$ cat config.mk
export PLATFORM = sky130hd
export DESIGN_NAME = lsu_mem_port
export DESIGN_NICKNAME = d
export VERILOG_FILES = /design/src/rtl/lsu_mem_port.sv
export SDC_FILE = /design/constraint.sdc
export NUM_CORES = 1
export LEC_CHECK = 0
export CORE_MARGIN = 5
export CORE_UTILIZATION = 35
export CTS_CLUSTER_SIZE = 30
export DETAILED_ROUTE_END_ITERATION = 8
export PLACE_DENSITY = 0.84
export SETUP_SLACK_MARGIN = 0.1
export SLEW_MARGIN = 15
export SYNTH_ARGS = -nofsm -noshare
export SYNTH_HDL_FRONTEND = slang
export SYNTH_SLANG_ARGS = --single-unit
$ cat constraint.sdc
create_clock -name clk -period 4.66 [get_ports clk]
set_clock_uncertainty 0.2 [all_clocks]
set_input_delay 0.932 -clock clk [delete_from_list [all_inputs] [get_ports clk]]
set_output_delay 0.932 -clock clk [all_outputs]
set_load 0.02 [all_outputs]
$ cat src/rtl/lsu_mem_port.sv
// RV32I load/store initiator for the data port of a synchronous RAM.
// One request in flight; loads answer in 2 cycles, stores/errors in 1.
module lsu_mem_port #(
  parameter int ADDR_WIDTH = 15
) (
  input  logic                  clk,
  input  logic                  reset,
  input  logic                  req_valid,
  output logic                  req_ready,
  input  logic                  req_we,
  input  logic [2:0]            req_funct3,
  input  logic [31:0]           req_addr,
  input  logic [31:0]           req_wdata,
  output logic                  rsp_valid,
  output logic [31:0]           rsp_rdata,
  output logic                  rsp_err,
  output logic [ADDR_WIDTH-1:0] d_addr,
  output logic                  d_we,
  output logic [3:0]            d_be,
  output logic [31:0]           d_wdata,
  input  logic [31:0]           d_rdata
);

  typedef enum logic [1:0] {
    IDLE,
    LOAD_WAIT,
    RESP
  } state_t;

  state_t      state;
  state_t      state_nxt;
  logic [1:0]  off;
  logic [1:0]  off_q;
  logic [2:0]  f3_q;
  logic        err;
  logic        accept;
  logic [7:0]  ld_byte;
  logic [15:0] ld_half;
  logic [31:0] ld_data;
  logic        unused_addr;

  assign off         = req_addr[1:0];
  assign unused_addr = ^req_addr[31:ADDR_WIDTH+2];
  assign d_addr      = req_addr[ADDR_WIDTH+1:2];
  assign req_ready   = (state == IDLE) & ~reset;
  assign accept      = req_valid & req_ready;
  assign d_we        = accept & req_we & ~err;
  assign rsp_valid   = (state == RESP);

  always_comb begin
    err = 1'b0;
    unique case (req_funct3)
      3'b000:         err = 1'b0;
      3'b001:         err = off[0];
      3'b010:         err = |off;
      3'b100, 3'b101: err = req_we;
      default:        err = 1'b1;
    endcase
  end

  always_comb begin
    d_be    = 4'hF;
    d_wdata = req_wdata;
    unique case (req_funct3[1:0])
      2'b00: begin
        d_be    = 4'b0001 << off;
        d_wdata = {4{req_wdata[7:0]}};
      end
      2'b01: begin
        d_be    = 4'b0011 << off;
        d_wdata = {2{req_wdata[15:0]}};
      end
      default: begin
        d_be    = 4'hF;
        d_wdata = req_wdata;
      end
    endcase
  end

  // Lane selection uses the offset captured at accept, not the live inputs
  always_comb begin
    ld_byte = d_rdata[7:0];
    unique case (off_q)
      2'd0: ld_byte = d_rdata[7:0];
      2'd1: ld_byte = d_rdata[15:8];
      2'd2: ld_byte = d_rdata[23:16];
      2'd3: ld_byte = d_rdata[31:24];
    endcase
    ld_half = off_q[1] ? d_rdata[31:16] : d_rdata[15:0];
    ld_data = d_rdata;
    unique case (f3_q)
      3'b000:  ld_data = {{24{ld_byte[7]}}, ld_byte};
      3'b001:  ld_data = {{16{ld_half[15]}}, ld_half};
      3'b100:  ld_data = {24'h0, ld_byte};
      3'b101:  ld_data = {16'h0, ld_half};
      default: ld_data = d_rdata;
    endcase
  end

  always_comb begin
    state_nxt = state;
    unique case (state)
      IDLE: begin
        if (accept) begin
          state_nxt = (req_we | err) ? RESP : LOAD_WAIT;
        end
      end
      LOAD_WAIT: state_nxt = RESP;
      RESP:      state_nxt = IDLE;
      default:   state_nxt = IDLE;
    endcase
  end

  always_ff @(posedge clk) begin
    if (reset) begin
      state     <= IDLE;
      off_q     <= 2'd0;
      f3_q      <= 3'd0;
      rsp_rdata <= 32'h0;
      rsp_err   <= 1'b0;
    end else begin
      state <= state_nxt;
      if (accept) begin
        off_q     <= off;
        f3_q      <= req_funct3;
        rsp_err   <= err;
        rsp_rdata <= 32'h0;
      end else if (state == LOAD_WAIT) begin
        rsp_rdata <= ld_data;
      end
    end
  end

endmodule
==> results by group <==
CTS
  – CTS Sinks: 40
  – Post-CTS setup buffers: 0
  – Clock slew at reported path FFs: ~0.070 ns
  – CTS tree: yes
  – Root Driver: clkbuf_8
  – Clk_lat worst skew: 0.29 ns
  – Resized Gates After CTS: 0
  – Number of CTS-inserted buffers: 5
  – H-tree depth: 2
  – Maximum buffer depth of the clock tree: 2
  – Hold buffer count at cts: 0

Die
  – Initial core utilization: 35.3%
  – Die height: around 95 µm
  – CORE AREA: ~0.007 mm²
  – Std cell rows: 31
  – Die Area: 0.00899 mm²
  – IO Count: 190
  – Die W: 94.8 µm

Routing
  – Via density: 5.01
  – DRT Wirelength: between 8000 and 9000 µm
  – DRT Pass-1 Iters: 4
  – Initial DRC count: ~110
  – Met2 WL: 4090 µm
  – Highest metal used: met4
  – Metal3 WL: 883 µm
  – Drt wl/cell: 15.6 µm
  – ANT nets after route: 0
  – # DRC: 0
  – Wl on met1: 3140 µm
  – Total vias in the final route: 2,631

Finish
  – Nets@finish: 528
  – Area of the multi-input gates: 0.00141 mm²
  – ANT cells: 0
  – Fillers: 646
  – Area grow syn2layout: 57.4%
  – Sequential cell area: 801 µm²
  – Layout cells sized above 1: between 8 and 9%

Yosys
  – Count of state elements after synthesis: 40
  – Synth Warn #: 0
  – Synth Area in Adders: 0%
  – Netlist area before placement: 0.00252 mm²
  – Simple-gate share of the synthesized area: between 10% and 20%
  – Main combinational cell family by area after synthesis: compound AO/OA/AOI/OAI gates
  – Sequential-to-total area share from yosys stat: a little under a third
  – Post-synthesis compound-gate area fraction: between 20% and 30%
  – Number of synthesized flops with an enable pin: 0
  – Distinct cell type count after synthesis: 37
  – Yosys top cell area share: 31.8%
  – Mux cell area share after synthesis: 13.9%
  – Synth Area in XOR/XNOR: 0%
  – Ys async rst share: 0%
  – Mean post-synth cell area: 8.04 µm²
  – Synth top area cells: dfxtp_1, buf_4, mux2_2, mux2i_1, o21ai_0
  – Main flop type after synthesis: dfxtp_1
  – Mapped Nets: 416
  – Post-Syn Instances: 313
  – Synth area leader: dfxtp_1

Global route
  – Initial antenna violation count: 0
  – First-pass GRT wire length: 12,600 µm
  – Largest net degree at the start of global routing: 64
  – Final global-route overflow total: 0
  – Vias in the first global route: roughly 2.7k
  – GRT Overall Usage: 17.9%

Timing
  – Max-slew violation count: 0
  – Fin Setup TNS: 0 ns
  – Post-route clock period utilization: 86.9%
  – Period minus WS final: between 4 and 5 ns
  – Maximum clock frequency: 247 MHz
  – Setup ws final: 0.612 ns
  – Rel. slew slack: 25.3%
  – Worst Tran Pin Value: 1.12 ns
  – Final Hold Fails: 0
  – RSZ-0062 raised after global routing: false
  – Final setup vio count: 0

Flow run
  – Max-cap violation count: 0

Setup path
  – Crit path required time: approximately 3.5 ns
  – CP Launch Type: input port
  – Largest fanout on the critical path: 18
  – Worst EP arrival: 2.92 ns
  – Setup crit end kind: output pin
  – Critical path type: in2out

Worst hold path
  – HP Class: reg2reg

Placed design
  – Post-DP HPWL: 6420 µm
  – Dpl ws: between 0.6 and 0.7 ns
  – Routability Congestion: 0.874
  – I/O Buffers: 144

Power and ir drop
  – Leak pwr: around 1.4 nW
  – Peak VDD IR: ~0.17 mV
  – P per Cell Area: 227 mW/mm²

Run status
  – Status: completed
## cells in the mapped netlist, types with 3 or more instances
library cell  number
a21oi_1           22
a221o_1            7
a311oi_1           7
buf_2              3
buf_4             24
clkbuf_1          14
dfxtp_1           40
inv_1             12
mux2_2            16
mux2i_1           17
nand2_1           28
nand2b_1           4
nand3b_1           8
nor2_1            39
nor2b_1            9
nor3_1             4
o21ai_0           34
o21bai_1           3
## through the flow
stage	util, %	power, W	cell area [µm²]	hold WS, ns	instances
floorplan	-	0.000507	2520	0.267	313
global placement	54.0	0.000624	3850	0.259	517
detailed placement	54.0	0.000627	3850	0.269	517
CTS	55.5	0.000908	3960	0.279	525
global route	55.5	0.000942	3960	0.328	525
finish	55.5	0.000901	3960	0.274	525
## area by class of cell
type                            instances  area share (%)
Timing Repair Buffer                  148            37.1
Inverter                               12            1.14
Sequential cell                        40            20.2
Multi-Input combinational cell        218            35.6
Tap cell                               99            3.13
Clock inverter                          3            1.07
Clock buffer                            5            1.74
## registers in the layout (all words and copies together) (netlist names)
| register | flops |
|---|---|
| state | 2 |
| rsp_err | 1 |
| rsp_rdata | 32 |
| f3_q | 3 |
| off_q | 2 |
## routing by layer
| layer | global-route usage (%) | up-vias |
|---|---|---|
| li1 | - | 1301 |
| met2 | 32.8 | 127 |
| met5 | 0 | - |
| met1 | 19.0 | 1194 |
| met3 | 7.01 | 9 |
| met4 | 4.81 | 0 |
## power breakdown
part / switching (W) / internal (W) / leakage, nW
clock: 0.000123 / 0.000158 / 0.0541
combinational: 0.000119 / 0.000140 / 1.06
sequential: 0.0000113 / 0.000349 / 0.324
total: 0.000254 / 0.000647 / 1.44
## placed cells by master, fill, tap and decap left out, types with 7 or more instances in the layout
cell | Yosys | layout
a21oi_1 | 22 | 22
a221o_1 | 7 | 7
a311oi_1 | 7 | 7
clkdlybuf4s50_1 | 0 | 144
dfxtp_1 | 40 | 40
inv_1 | 12 | 12
mux2_2 | 16 | 16
mux2i_1 | 17 | 17
nand2_1 | 28 | 28
nand3b_1 | 8 | 8
nor2_1 | 39 | 39
nor2b_1 | 9 | 9
o21ai_0 | 34 | 34
## worst max-delay path, cell delays in order
cell and delay [ns]:
clkdlybuf4s50_1 0.78, buf_4 0.30, mux2_2 0.35, clkdlybuf4s50_1 0.55
## final timing paths
kind / cells past startpoint / slack (ns) / endpoint / start
max: 4 / 0.61 / d_wdata[18] / req_funct3[1]
min: 2 / 0.27 / rsp_rdata[15] / rsp_rdata[15]
max reg2reg: 4 / 2.01 / rsp_rdata[26] / state[0]
min reg2reg: 2 / 0.27 / rsp_rdata[15] / rsp_rdata[15]
## logic make-up (layout without fill, tap and decap cells)
kind of cell / count (synthesis) / after routing
mux: 33 / 33
simple gates: 102 / 102
compound gates: 83 / 83
flops: 40 / 40
buf+inv: 55 / 168
Power figures use the tool's default switching activity.
